<file path="src/rtl/serializer_pkt.sv">
// Parallel-to-serial converter with a one-word hold buffer so consecutive words stream gap-free.
// Optional even-parity bit per word when SERIALIZER_PKT_PARITY_EN is defined.
module serializer_pkt #(
  parameter int DATA_W    = 16,
  parameter int MIN_LEN   = 3,
  parameter int MSB_FIRST = 1,
  parameter int MOD_W     = $clog2(DATA_W)
) (
  input  logic              clk_i,
  input  logic              srst_i,
  input  logic [DATA_W-1:0] data_i,
  input  logic [MOD_W-1:0]  data_mod_i,
  input  logic              data_val_i,
  output logic              data_rdy_o,
  output logic              ser_data_o,
  output logic              ser_data_val_o,
  output logic              ser_last_o,
  output logic              busy_o,
  output logic              err_o
);

`ifdef SERIALIZER_PKT_PARITY_EN
  localparam logic PAR_EN = 1'b1;
`else
  localparam logic PAR_EN = 1'b0;
`endif

  localparam logic       ST_IDLE  = 1'b0;
  localparam logic       ST_SHIFT = 1'b1;
  localparam logic [MOD_W:0] LEN_FULL = (MOD_W+1)'(DATA_W);
  localparam logic [MOD_W:0] LEN_MIN  = (MOD_W+1)'(MIN_LEN);
  localparam logic [MOD_W:0] ONE      = (MOD_W+1)'(1);

  logic              state_q, state_n;
  logic [DATA_W-1:0] sh_q, sh_n;
  logic [MOD_W:0]    rem_q, rem_n;
  logic              par_q, par_n;
  logic              dout_q, dout_n;
  logic              last_q, last_n;
  logic              hold_vld_q, hold_vld_n;
  logic [DATA_W-1:0] hold_d_q, hold_d_n;
  logic [MOD_W:0]    hold_len_q, hold_len_n;
  logic              busy_q, err_q, err_n;

  logic [MOD_W:0]    len_in, ld_len;
  logic [DATA_W-1:0] ld_d;
  logic              accept, illegal, acc_ok, fin, load;

  function automatic logic head(input logic [DATA_W-1:0] d);
    return (MSB_FIRST != 0) ? d[DATA_W-1] : d[0];
  endfunction

  function automatic logic [DATA_W-1:0] adv(input logic [DATA_W-1:0] d);
    return (MSB_FIRST != 0) ? (d << 1) : (d >> 1);
  endfunction

  assign len_in  = (data_mod_i == '0) ? LEN_FULL : {1'b0, data_mod_i};
  assign illegal = (len_in < LEN_MIN);
  assign accept  = data_val_i & ~hold_vld_q;
  assign acc_ok  = accept & ~illegal;
  // Shifter can take a new word when idle or while showing its final bit.
  assign fin     = (state_q == ST_IDLE) | last_q;

  always_comb begin
    state_n    = state_q;
    sh_n       = sh_q;
    rem_n      = rem_q;
    par_n      = par_q;
    dout_n     = dout_q;
    last_n     = last_q;
    hold_vld_n = hold_vld_q;
    hold_d_n   = hold_d_q;
    hold_len_n = hold_len_q;
    err_n      = accept & illegal;
    load       = 1'b0;
    ld_d       = data_i;
    ld_len     = len_in;
    if (fin) begin
      if (hold_vld_q) begin
        load       = 1'b1;
        ld_d       = hold_d_q;
        ld_len     = hold_len_q;
        hold_vld_n = 1'b0;
      end else if (acc_ok) begin
        load = 1'b1;
      end else begin
        state_n = ST_IDLE;
        dout_n  = 1'b0;
        last_n  = 1'b0;
      end
    end else begin
      if (acc_ok) begin
        hold_vld_n = 1'b1;
        hold_d_n   = data_i;
        hold_len_n = len_in;
      end
      if (rem_q != '0) begin
        dout_n = head(sh_q);
        sh_n   = adv(sh_q);
        rem_n  = rem_q - ONE;
        par_n  = par_q ^ head(sh_q);
        last_n = (rem_q == ONE) & ~PAR_EN;
      end else begin
        // Data bits exhausted but not last: only reachable with parity enabled.
        dout_n = par_q;
        last_n = 1'b1;
      end
    end
    if (load) begin
      state_n = ST_SHIFT;
      dout_n  = head(ld_d);
      sh_n    = adv(ld_d);
      rem_n   = ld_len - ONE;
      par_n   = head(ld_d);
      last_n  = (ld_len == ONE) & ~PAR_EN;
    end
  end

  always_ff @(posedge clk_i) begin
    if (srst_i) begin
      state_q    <= ST_IDLE;
      sh_q       <= '0;
      rem_q      <= '0;
      par_q      <= 1'b0;
      dout_q     <= 1'b0;
      last_q     <= 1'b0;
      hold_vld_q <= 1'b0;
      hold_d_q   <= '0;
      hold_len_q <= '0;
      busy_q     <= 1'b0;
      err_q      <= 1'b0;
    end else begin
      state_q    <= state_n;
      sh_q       <= sh_n;
      rem_q      <= rem_n;
      par_q      <= par_n;
      dout_q     <= dout_n;
      last_q     <= last_n;
      hold_vld_q <= hold_vld_n;
      hold_d_q   <= hold_d_n;
      hold_len_q <= hold_len_n;
      busy_q     <= (state_n == ST_SHIFT) | hold_vld_n;
      err_q      <= err_n;
    end
  end

  assign data_rdy_o     = ~hold_vld_q;
  assign ser_data_o     = dout_q;
  assign ser_data_val_o = (state_q == ST_SHIFT);
  assign ser_last_o     = last_q;
  assign busy_o         = busy_q;
  assign err_o          = err_q;

endmodule

</file>
<file path="config.mk">
export PLATFORM = sky130hd
export DESIGN_NAME = serializer_pkt
export DESIGN_NICKNAME = d
export VERILOG_FILES = /design/src/rtl/serializer_pkt.sv
export SDC_FILE = /design/constraint.sdc
export NUM_CORES = 1
export LEC_CHECK = 0
export CAP_MARGIN = 5
export CORE_UTILIZATION = 52
export CTS_BUF_LIST = sky130_fd_sc_hd__clkbuf_8
export CTS_CLUSTER_DIAMETER = 150
export CTS_CLUSTER_SIZE = 10
export DETAILED_ROUTE_END_ITERATION = 12
export PLACE_DENSITY = 0.78
export RECOVER_POWER = 50
export SKIP_LAST_GASP = 1
export SYNTH_ARGS = -nofsm -noshare
export SYNTH_HDL_FRONTEND = slang
export SYNTH_SLANG_ARGS = --single-unit
</file>
<file path="constraint.sdc">
create_clock -name clk_i -period 2.36 [get_ports clk_i]
set_input_delay 0.472 -clock clk_i [delete_from_list [all_inputs] [get_ports clk_i]]
set_output_delay 0.472 -clock clk_i [all_outputs]
set_load 0.005 [all_outputs]
</file>
# After elaboration in Yosys (flattened, before gate mapping)

Cells that the tools add are included.

Equality and inequality tests: 5
Order comparisons: 1
Bitwise logic cells: 10
Mux-type cells: 31
$add $sub $neg: 2
Reduce and logical (&&, ||, !) cells: 6

Operator list:

| operator                                                    | number |
|---|---|
| two-way mux 16 bit                                          | 5 |
| two-way mux 5 bit                                           | 6 |
| two-way mux 1 bit                                           | 20 |
| == test 5 x 1 -> 1 bit (second input constant)              | 2 |
| subtractor 5 x 1 -> 5 bit (second input constant)           | 2 |
| != test 3 x 2 -> 1 bit (second input constant)              | 2 |
| AND reduction 2 bit                                         | 3 |
| less-than comparator 5 x 2 -> 1 bit (second input constant) | 1 |
| nonzero test 5 bit                                          | 1 |
| zero test 4 bit                                             | 1 |
| NOT 1 bit                                                   | 4 |
| AND 1 bit                                                   | 3 |
| != test 2 x 1 -> 1 bit (second input constant)              | 1 |
| bitwise OR 1 bit                                            | 2 |
| nonzero test 2 bit                                          | 1 |
| XOR 1 bit                                                   | 1 |

Register bits: 48
Output and inout port bits: 6
Word-level logic and storage cells: 66

# Longest topological paths before layout

Gate-level depths: netlist of the first run.

Depth after elaboration: 10
Gate-level depth with buffers: 9

# Worst setup path after synthesis of the first run

No wires, ideal clock.

Path type: register -> register
From: register last_q (netlist: ser_last_o)
To: register rem_q[4]
Slack: 0.086 ns
Cell stages (with the launch flop): 10
Data required time: 2.265 ns
Library setup time: 0.095 ns
Arrival time: 2.179 ns
Cells stage by stage: dfxtp_1 -> nand2b_1 -> nand2_1 -> buf_2 -> mux2i_1 -> ha_1 -> nor3b_1 -> xor2_1 -> a22oi_1 -> a221oi_1

Word-level cells in the longest chain between the ends: 4

Ends and longest elaborated chain:

| what                                                     | RTL line | RTL |
|---|---|---|
| from (decl)                                              | 39       | `logic last_q, last_n;` |
| from (signal assigned)                                   | 138      | `last_q <= last_n;` |
| bitwise OR 1 bit (*)                                     | 62       | `assign fin = (state_q == ST_IDLE) \| last_q;` |
| two-way mux 5 bit or two-way mux 1 bit (tied branches)   | 78       | `if (fin) begin` |
| subtractor 5 x 1 -> 5 bit (tied with other cells)        | 113      | `rem_n = ld_len - ONE;` |
| two-way mux 5 bit or AND reduction 2 bit (tied branches) | --       |  |
| to (signal assigned)                                     | 135      | `rem_q <= rem_n;` |
| to (decl)                                                | 36       | `logic [MOD_W:0] rem_q, rem_n;` |

Mark *: on every way between the ends. The rest lies on a longest branch, timed or not.
A chain may end at the register's enable or synchronous reset.

# Final worst setup path of the first run

From: input data_mod_i[1]
To: register rem_q[3]

Word-level cells in the longest chain between the ends: 10

Ends and longest elaborated chain:

| what                                                                   | RTL line | RTL |
|---|---|---|
| from (decl)                                                            | 12       | `input logic [MOD_W-1:0] data_mod_i,` |
| zero test 4 bit                                                        | 57       | `assign len_in = (data_mod_i == '0) ? LEN_FULL : {1'b0, data_mod_i};` |
| two-way mux 5 bit (*)                                                  | 57       |  |
| less-than comparator 5 x 2 -> 1 bit                                    | 58       | `assign illegal = (len_in < LEN_MIN);` |
| NOT 1 bit                                                              | 60       | `assign acc_ok = accept & ~illegal;` |
| AND 1 bit                                                              | 60       |  |
| two-way mux 1 bit                                                      | 84       | `end else if (acc_ok) begin` |
| two-way mux 1 bit                                                      | 79       | `if (hold_vld_q) begin` |
| two-way mux 1 bit                                                      | 78       |  |
| != test 2 x 1 -> 1 bit (no line) or nonzero test 2 bit (tied branches) | --       |  |
| AND reduction 2 bit (no line)                                          | --       |  |

Marked as above.

==> key figures, run 1 <==
Outcome
  – Status: completed

STA
  – Max Slew Vio Count: 0
  – Hold slack final: 0.471 ns
  – Tmin final: 2.22 ns
  – Setup violations, final: 0
  – Hold violation count in the final report: 0
  – Slew @ Worst Pin: 0.653 ns
  – Fin crit share: a little over nine tenths
  – Fmax: about 450 MHz
  – RSZ-0062 raised after global routing: false
  – Setup Skew: roughly 0.0047 ns
  – Relative slew margins: ~56%
  – TNS Setup: 0 ns

CTS
  – Deepest clock path buffer count: 2
  – Clk_lat worst skew: approximately 0.30 ns
  – CTS tree: done
  – CTS clock-pin slew for the worst setup and hold paths: around 0.09 ns
  – Cts bufs inserted: 5
  – Hold-fix buffer count after cts: 0
  – Sink Count: 48
  – Post-CTS setup buffer count: 0
  – Root buffer cell: clkbuf_8
  – Htree depth: 2
  – Post-CTS Resized: 0

Yosys
  – Yosys warnings: 0
  – Post-synth EDFFs: 0
  – Fraction of registers with async set/reset: 0%
  – Post-synth net total: 292
  – Seq/Total Area, Yosys: around two fifths
  – Synthesized flop and latch total: 48
  – Synth Flop Type: dfxtp_1
  – Synth Cell Area: approximately 2400 µm²
  – Syn avg cell area: approximately 9 µm²
  – Synth Instances: approximately 260
  – Yosys cell types: between 40 and 50

Detailed routing
  – Drt total wl: about 5400 µm
  – Vias/cell: around 5.8
  – ANT nets after route: 0
  – Via count: approximately 2.0k
  – DR iter-0 viols: ~170
  – Wirelength per Cell: about 15 µm
  – Remaining DRCs: 0
  – First-pass detailed-route iteration total: 4

Critical path
  – Crit path DAT: ~2.4 ns
  – R2R Setup Slk: 0.16 ns
  – Setup crit start kind: primary input
  – Worst r2r src: rem_q[0]
  – Worst Reg2Reg Path Length in Cells: 6
  – Crit path kind: primary input to register
  – Beginning of the critical path: data_mod_i[1]
  – Max FO, Critical Path: 24
  – Worst reg2reg path endpoint: sh_q[14]
  – Worst setup EP type: register
  – Worst Setup EP: rem_q[3]
  – Critical Path RT: between 2 and 3 ns

Power
  – Sequential share of power: 48.7%
  – Tot Pwr: slightly below 2 mW
  – Leakage: approximately 1.2 nW
  – P_int: between 1 and 1.5 mW
  – NetSw: between 0.5 and 0.6 mW
  – Pwr dens: between 600 and 700 nW/µm²
  – Clock network power share: a little over a quarter
  – Comb pwr share: between 20% and 30%
  – Switching share of power: between 30% and 40%
  – VDD IR-drop max: ~460 µV

Die
  – Placement Rows: 24
  – Core Region: 4380 µm²
  – Height of the die: between 60 and 70 µm
  – Die area: 4840 µm²
  – Die extent in x: ~70 µm
  – Starting Density: between 50% and 60%
  – Io pins: 29

Placed design
  – Dpl cell area: approximately 2800 µm²
  – IO Port Bufs: 28
  – Gpl congestion: 0.913
  – HPWL after DPL: approximately 3600 µm

Global routing
  – Antenna violations before repair: 0
  – Overall routing resource usage: 23.3%
  – Largest net degree at the start of global routing: 50
  – Grt total ovfl: 0
  – Vias in the first global route: 1,920
  – First-pass GRT wire length: ~9000 µm

Final layout
  – Area Growth Syn to Fin: 19.5%
  – Multi-input gate area: between 1000 and 1500 µm²
  – # fillers: ~390
  – Util after Layout: 64.7%
  – Nets: between 300 and 400
  – Register Area: ~960 µm²
  – Share of post-route cells with drive strength above 1: about a tenth
  – Commonest cells after routing, fill and taps aside: dfxtp_1 (48), nor2_1 (29), mux2i_1 (26)
  – Antenna fix cells: 0
  – Design Area, Final: approximately 2800 µm²
  – Commonest non-fill, non-tap cell in the layout: dfxtp_1

Min path
  – Worst hold path type: register to register

Job
  – Max_cap viols: 0
==> cells by family after synthesis <==
group	Yosys count	synth area share, %
AO/OA/AOI/OAI	57	17.9
XOR/XNOR	6	2.21
adder cells (fa/ha/maj)	5	2.63
buffers and inverters	25	5.48
flip-flops	48	40.5
multiplexers	29	12.4
AND/OR/NAND/NOR	94	19.0
==> stage by stage <==
| stage | setup slack [ns] | cells |
|---|---|---|
| 3_3_place_gp | 0.148 | 342 |
| 4_1_cts | 0.204 | 350 |
| 5_1_grt | 0.00987 | 350 |
| 3_5_place_dp | 0.0891 | 342 |
| 6_report | 0.140 | 350 |
| 2_1_floorplan | 0.0856 | 264 |
==> worst max-delay path, stage by stage <==
cell,delay (ns)
dlygate4sd3_1,0.60
xor2_1,0.23
a211o_1,0.28
clkbuf_2,0.34
a2111o_1,0.45
o31ai_1,0.07
==> area by class of cell <==
cell class,instances,share of cell area [%]
Inverter,5,0.661
Clock inverter,2,0.485
Clock buffer,6,2.91
Multi-Input combinational cell,191,45.2
Tap cell,52,2.29
Timing Repair Buffer,46,14.6
Sequential cell,48,33.9
==> power by group through the flow <==
stage	clock [mW]	sequential [mW]	combinational, mW
4_1_cts	0.534	0.939	0.485
5_1_grt	0.571	0.948	0.513
3_5_place_dp	0	0.956	0.482
3_3_place_gp	0	0.954	0.473
2_1_floorplan	0	0.944	0.337
6_report	0.524	0.940	0.468
==> synthesized netlist by cell type (2+ instances only) <==
cell	n	area share, %
dfxtp_1	48	40
buf_6	2	0.95
nor2_1	29	4.6
mux2_2	3	1.4
clkbuf_1	11	1.7
xor2_1	5	1.8
and3_1	7	1.8
nor4_1	2	0.53
nor2b_1	2	0.53
mux2i_1	26	11
a2111oi_1	5	2.1
a211oi_1	10	3.2
ha_1	5	2.6
a21oi_1	13	2.7
buf_2	5	1.1
a311oi_1	8	3.0
a22oi_1	3	0.95
nor3_1	12	2.5
o21ai_0	4	0.84
inv_1	5	0.79
nand2_1	21	3.3
a21o_1	2	0.63
nand3_1	11	2.3
==> sequential cells by signal, summed over array words and instances (netlist names) <==
name            cells
ser_data_o          1
par_q               1
err_o               1
hold_d_q           16
sh_q               15
ser_last_o          1
ser_data_val_o      1
hold_vld_q          1
rem_q               5
hold_len_q          5
busy_o              1
==> layer usage <==
metal	vias up	wire (µm)	track usage (%)
met5	-	0	0
met4	0	94	8.16
met3	11	166	5.96
met2	38	2420	34.8
met1	970	2720	32.6
li1	1027	-	-
==> worst min path at each step <==
| stage | startpoint | cells after the start | endpoint | slack [ns] |
|---|---|---|---|---|
| floorplan | sh_q[1] | 2 | sh_q[1] | 0.44 |
| global placement | sh_q[1] | 2 | sh_q[1] | 0.45 |
| detailed placement | sh_q[6] | 2 | sh_q[6] | 0.46 |
| CTS | sh_q[1] | 2 | sh_q[1] | 0.47 |
| global route | sh_q[1] | 2 | sh_q[1] | 0.50 |
| finish | sh_q[1] | 2 | sh_q[1] | 0.47 |
No activity file was read; power rests on OpenSTA's default activity.
==> run 2: changes to the inputs <==
--- a/config.mk
+++ b/config.mk
@@ -6,6 +6,7 @@
 export NUM_CORES = 1
 export LEC_CHECK = 0
 export CAP_MARGIN = 5
+export CORE_MARGIN = 10
 export CORE_UTILIZATION = 52
 export CTS_BUF_LIST = sky130_fd_sc_hd__clkbuf_8
 export CTS_CLUSTER_DIAMETER = 150
@@ -13,6 +14,7 @@
 export DETAILED_ROUTE_END_ITERATION = 12
 export PLACE_DENSITY = 0.78
 export RECOVER_POWER = 50
+export SETUP_SLACK_MARGIN = 0.05
 export SKIP_LAST_GASP = 1
 export SYNTH_ARGS = -nofsm -noshare
 export SYNTH_HDL_FRONTEND = slang
==> run 2 against run 1 <==
Final cell count shrank 0.86%. Sequential share of layout area shrank 0.35 points. Worst hold slack gained 0.0077 ns. Critical path type unchanged. Global-route usage shrank 8.8 points. Largest power group unchanged. Critical path depth grew 1. Highest routed layer unchanged.
==> key figures, run 2 (synthesis gave the netlist of run 1 again) <==
Die
  – Height of the die: 87.6 µm (+26%)
  – Die area: 7670 µm² (+58%)
  – Starting Density: 54.2% (unchanged)
  – Core Region: 4380 µm² (unchanged)
  – Placement Rows: 24 (unchanged)
  – Die extent in x: 87.6 µm (+26%)
  – Io pins: 29 (unchanged)

Outcome
  – Status: completed

Detailed routing
  – First-pass detailed-route iteration total: 4 (unchanged)
  – Drt total wl: 5530 µm (+2.3%)
  – Wirelength per Cell: 15.9 µm (+3.2%)
  – ANT nets after route: 0 (unchanged)
  – Vias/cell: 5.95 (+1.7%)
  – Via count: 2,063 (+0.83%)
  – Remaining DRCs: 0 (unchanged)
  – DR iter-0 viols: 200 (+20%)

Global routing
  – Antenna violations before repair: 0 (unchanged)
  – Grt total ovfl: 0 (unchanged)
  – Overall routing resource usage: 14.5% (-8.8 points)
  – Vias in the first global route: 1,951 (+1.6%)
  – First-pass GRT wire length: 9250 µm (+2.2%)
  – Largest net degree at the start of global routing: 50 (unchanged)

Critical path
  – Critical path's slowest cell: dlygate4sd3_1
  – Worst Setup EP: rem_q[4]
  – Max stage delay on crit path: 0.63 ns (+0.03 ns)
  – Worst r2r src: ser_last_o
  – Critical Path RT: 2.57 ns (about the same)
  – Worst-path cell chain: dlygate4sd3_1, mux2i_1, ha_1, nor3b_1, xor2_1, a22oi_1, a221oi_1
  – Worst Reg2Reg Path Length in Cells: 8 (+2)
  – Beginning of the critical path: data_mod_i[1]
  – Crit path kind: primary input to register
  – Buffers plus inverters on the worst setup path: 1 (-1)
  – Worst reg2reg path endpoint: rem_q[4]
  – Max FO, Critical Path: 6 (-75%)
  – Setup crit start kind: primary input
  – R2R Setup Slk: 0.29 ns (+0.13 ns)
  – Crit path DAT: 2.35 ns (-0.09 ns)
  – CP Depth: 7 (+1)
  – CP top delay family: buffers and inverters
  – Worst setup EP type: register

Final layout
  – Largest registers: hold_d_q: 16 flops, sh_q: 15 flops
  – Share of post-route cells with drive strength above 1: 10.2% (+0.10 points)
  – Register Area: 961 µm² (unchanged)
  – # fillers: 371 (-4.1%)
  – Multi-input gate area: 1290 µm² (+0.49%)
  – Biggest register: hold_d_q
  – Commonest non-fill, non-tap cell in the layout: dfxtp_1
  – Nets: 322 (-0.92%)
  – Commonest cells after routing, fill and taps aside: dfxtp_1 (48), nor2_1 (29), mux2i_1 (26)
  – Design Area, Final: 2870 µm² (+1.1%)
  – Antenna fix cells: 0 (unchanged)
  – Largest register FFs: 16 (unchanged)
  – Area Growth Syn to Fin: 20.8%

STA
  – Final worst slack: 0.213 ns (+0.0730 ns)
  – Tmin final: 2.15 ns (-0.0730 ns)
  – Hold slack final: 0.479 ns (+0.00767 ns)
  – RSZ-0062 raised after global routing: false
  – TNS Setup: 0 ns (unchanged)
  – Hold violation count in the final report: 0 (unchanged)
  – Fmax: 466 MHz (+3.4%)
  – Max Slew Vio Count: 0 (unchanged)
  – Setup Skew: 0.0105 ns (+0.00582 ns)
  – Setup violations, final: 0 (unchanged)
  – Fin crit share: 91.0% (-3.1 points)
  – Slew @ Worst Pin: 0.461 ns (-0.192 ns)
  – Relative slew margins: 69.0% (+13 points)

Min path
  – Worst hold path type: register to register

CTS
  – Cts bufs inserted: 5 (unchanged)
  – Root buffer cell: clkbuf_8
  – Post-CTS Resized: 0 (unchanged)
  – CTS clock-pin slew for the worst setup and hold paths: 0.10 ns (about the same)
  – CTS tree: done
  – Post-CTS setup buffer count: 0 (unchanged)
  – Clk_lat worst skew: 0.30 ns (about the same)
  – Sink Count: 48 (unchanged)
  – Deepest clock path buffer count: 2 (unchanged)
  – Htree depth: 2 (unchanged)
  – Hold-fix buffer count after cts: 0 (unchanged)

Power
  – Leakage: 1.26 nW (+1.1%)
  – Pwr dens: 670 nW/µm² (-1.5%)
  – VDD IR-drop max: 504 µV (+8.9%)

Placed design
  – DP Worst Slack: 0.0405 ns (-0.0487 ns)
  – Gpl congestion: 0.932 (+2.1%)
  – IO Port Bufs: 28 (unchanged)
  – Dpl cell area: 2780 µm² (-0.36%)
  – HPWL after DPL: 3750 µm (+2.8%)

Job
  – Max_cap viols: 0 (unchanged)
-- run 2: worst min path at each step --
stage	end	cells past startpoint	startpoint	slack, ns
after floorplan	sh_q[1]	2	sh_q[1]	0.44
after global placement	sh_q[6]	2	sh_q[6]	0.45
after detailed placement	sh_q[1]	2	sh_q[1]	0.46
after CTS	sh_q[1]	2	sh_q[1]	0.48
after global routing	sh_q[1]	2	sh_q[1]	0.50
final	sh_q[1]	2	sh_q[1]	0.48
-- run 2: per-layer routing --
layer,vias up,share of wire (%),routed length (µm),GRT usage (%)
met4,0,0.92,51,3.48
met1,979,45,2490,19.0
li1,1024,-,-,-
met5,-,0,0,0
met2,53,49,2680,23.2
met3,7,5.5,304,3.81
-- run 2: area by class of cell --
cell class / instances / area share (%)
repair buffers: 43 / 15.4
multi-input cells: 191 / 45.0
flip-flops and latches: 48 / 33.5
clock inverters: 3 / 0.742
inverters: 5 / 0.654
clock buffers: 5 / 2.40
well taps: 52 / 2.27
-- run 2: metrics by stage --
step                      utilization (%)  total power [mW]  std cells
final                                65.4              1.92        347
after global routing                 65.4              2.02        347
after CTS                            65.4              1.93        347
after detailed placement             63.3              1.44        339
after global placement               63.3              1.42        339
after floorplan                         -              1.28        264
-- run 2: worst reg2reg max path, delay by kind of cell (launching register included) --
family	cells	cell delay (ns)
AO/OA/AOI/OAI	2	0.39
XOR/XNOR	1	0.17
adder cells (fa/ha/maj)	1	0.20
flip-flops	1	0.36
multiplexers	1	0.29
AND/OR/NAND/NOR	3	0.58
-- run 2: report_power, final --
group | total (mW) | switching (mW) | internal, mW
clock | 0.498 | 0.288 | 0.211
combinational | 0.484 | 0.256 | 0.229
sequential | 0.940 | 0.0524 | 0.888
==> run 3: changes to the inputs <==
==> constraint.sdc (replaced) <==
create_clock -name clk_i -period 1.7 [get_ports clk_i]
set_input_delay 0.34 -clock clk_i [delete_from_list [all_inputs] [get_ports clk_i]]
set_output_delay 0.34 -clock clk_i [all_outputs]
set_load 0.005 [all_outputs]
==> run 3 against run 2 <==
The flow now finishes with violations (setup timing). Count of clock-buffer cells in the layout stayed put. Cell area grew 34%. Clock power rose by 75%. Clock skew down 0.0043 ns. Non-clock buffer count rose by 46. Routed wire length rose by 78%. Power rose by 88%. Final cell count grew 14%. Via count is 30% higher. Highest routed layer unchanged.
==> key figures, run 3 (synthesis gave the netlist of run 1 again) <==
Critical path
  – Max FO, Critical Path: 7 (+1)
  – Worst setup EP type: register
  – Crit path kind: register to register
  – Beginning of the critical path: rem_q[1]
  – Critical Path RT: 1.91 ns (-0.66 ns)
  – Worst Setup EP: sh_q[11]
  – Worst reg2reg path endpoint: sh_q[11]
  – Setup crit start kind: register
  – Crit path DAT: 2.09 ns (-0.26 ns)
  – Worst Reg2Reg Path Length in Cells: 7 (-1)
  – R2R Setup Slk: -0.17 ns (-0.46 ns)
  – Worst r2r src: rem_q[1]

STA
  – Tmin final: 1.87 ns
  – Hold violation count in the final report: 0 (unchanged)
  – RSZ-0062 raised after global routing: true
  – Fmax: 534 MHz
  – Final worst slack: -0.173 ns (-0.386 ns)
  – Setup Skew: 0.00618 ns (-0.00432 ns)
  – Max Slew Vio Count: 0 (unchanged)
  – Setup violations, final: 42 (+42)
  – Slew @ Worst Pin: 0.545 ns (+0.0842 ns)
  – Relative slew margins: 63.3% (-5.7 points)
  – TNS Setup: -3.24 ns (-3.24 ns)
  – Hold slack final: 0.506 ns (+0.0272 ns)
  – Fin crit share: 110%

Die
  – Die area: 7670 µm² (unchanged)
  – Starting Density: 54.2% (unchanged)
  – Io pins: 29 (unchanged)
  – Core Region: 4380 µm² (unchanged)
  – Die extent in x: 87.6 µm (unchanged)
  – Placement Rows: 24 (unchanged)
  – Height of the die: 87.6 µm (unchanged)

Final layout
  – Largest register FFs: 16 (unchanged)
  – Commonest cells after routing, fill and taps aside: dfxtp_1 (43), buf_4 (37), nor2_1 (28)
  – Largest registers: hold_d_q: 16 flops, sh_q: 15 flops
  – Biggest register: hold_d_q
  – Util after Layout: 87.4% (+22 points)
  – Commonest non-fill, non-tap cell in the layout: dfxtp_1
  – Area Growth Syn to Fin: 61.4%
  – Cell Count, Final, Fillers Out: 395 (+14%)
  – Share of post-route cells with drive strength above 1: 42.9% (+33 points)
  – Antenna fix cells: 0 (unchanged)
  – Nets: 370 (+15%)
  – # fillers: 180 (-51%)

CTS
  – Cts bufs inserted: 5 (unchanged)
  – Root buffer cell: clkbuf_8
  – CTS tree: done
  – Htree depth: 2 (unchanged)
  – Hold-fix buffer count after cts: 0 (unchanged)
  – Deepest clock path buffer count: 2 (unchanged)
  – Sink Count: 48 (unchanged)
  – Clk_lat worst skew: 0.31 ns (about the same)
  – CTS clock-pin slew for the worst setup and hold paths: 0.10 ns (about the same)

Power
  – Pwr dens: 945 nW/µm² (+41%)
  – VDD IR-drop max: 901 µV (+79%)
  – Leakage: 1.67 nW (+32%)
  – Tot Pwr: 3.62 mW (+88%)

Detailed routing
  – Via count: 2,680 (+30%)
  – ANT nets after route: 0 (unchanged)
  – Remaining DRCs: 0 (unchanged)
  – Vias/cell: 6.78 (+14%)
  – Wirelength per Cell: 24.9 µm (+56%)
  – DR iter-0 viols: 398 (+99%)
  – First-pass detailed-route iteration total: 6 (+2)
  – Drt total wl: 9840 µm (+78%)

Placed design
  – IO Port Bufs: 28 (unchanged)
  – Placed cells: 359 (+5.9%)
  – Gpl congestion: 0.845 (-9.3%)
  – HPWL after DPL: 4210 µm (+12%)

Global routing
  – Largest net degree at the start of global routing: 50 (unchanged)
  – Overall routing resource usage: 19.9% (+5.4 points)
  – Antenna violations before repair: 0 (unchanged)
  – First-pass GRT wire length: 12,100 µm (+31%)
  – Grt total ovfl: 0 (unchanged)
  – Vias in the first global route: 2,506 (+28%)

Job
  – Max_cap viols: 0 (unchanged)

Outcome
  – Status: finished, violations left
  – Failing checks: setup timing

Min path
  – Worst hold path type: register to register
==> run 3: cell count changes in the layout (fill, tap and decap cells not counted), sizes merged, moves of 2 or more <==
| cell | before | now |
|---|---|---|
| dlygate4sd3 | 6 | 0 |
| clkdlybuf4s50 | 22 | 20 |
| dlygate4sd2 | 0 | 3 |
| dlymetal6s2s | 0 | 3 |
| buf | 15 | 54 |
| bufbuf | 0 | 2 |
| clkbuf | 5 | 12 |
==> run 3: stage by stage <==
step           area (µm²)  setup WS [ns]
5_1_grt              3830         -0.284
6_report             3830         -0.173
2_1_floorplan        2480         -0.220
4_1_cts              3500         -0.103
3_5_place_dp         3040         -0.441
3_3_place_gp         3040         -0.326
==> run 3: timing repair <==
action	4_1_cts	5_1_grt
buffers inserted	9	14
cloned	5	3
endpoints found under the setup margin	42	47
pin swaps	22	20
resized for setup	46	47
==> run 3: metal layers <==
metal  track usage (%)  vias to the layer above  routed length [µm]
met5                 0                        -                   0
li1                  -                     1123                   -
met4              9.71                        0                 663
met3              3.90                       76                 984
met2              34.5                      226                4740
met1              22.9                     1255                3450
==> run 3: critical path: stages (launching register included) <==
cell and delay [ns]:
dfxtp_2 0.35, inv_2 0.09, ha_4 0.14, or4b_4 0.57, nand2_8 0.15, buf_12 0.14, nand2_1 0.08, a311oi_2 0.27
==> run 3: worst min-delay path by stage <==
stage	from	endpoint	slack [ns]	cells past startpoint
3_5_place_dp	sh_q[1]	sh_q[1]	0.47	2
2_1_floorplan	sh_q[5]	sh_q[5]	0.45	2
4_1_cts	sh_q[1]	sh_q[1]	0.49	2
6_report	hold_d_q[3]	hold_d_q[3]	0.51	2
3_3_place_gp	hold_d_q[11]	hold_d_q[11]	0.47	2
5_1_grt	hold_d_q[9]	hold_d_q[9]	0.54	2
==> run 3: cell type report <==
class | instances | area (µm²) | area share [%]
Multi-Input combinational cell | 193 | 1720 | 44.9
Sequential cell | 48 | 970 | 25.3
Timing Repair Buffer | 89 | 940 | 24.5
Clock buffer | 5 | 68.8 | 1.80
Tap cell | 52 | 65.1 | 1.70
Clock inverter | 3 | 46.3 | 1.21
Inverter | 5 | 21.3 | 0.555
==> run 3: report_power, final <==
| group | leakage (nW) | switching (mW) | internal, mW | total, mW |
|---|---|---|---|---|
| Clock | 0.0548 | 0.427 | 0.444 | 0.871 |
| Sequential | 0.396 | 0.109 | 1.23 | 1.34 |
| Combinational | 1.22 | 0.695 | 0.712 | 1.41 |
| Total | 1.67 | 1.23 | 2.39 | 3.62 |
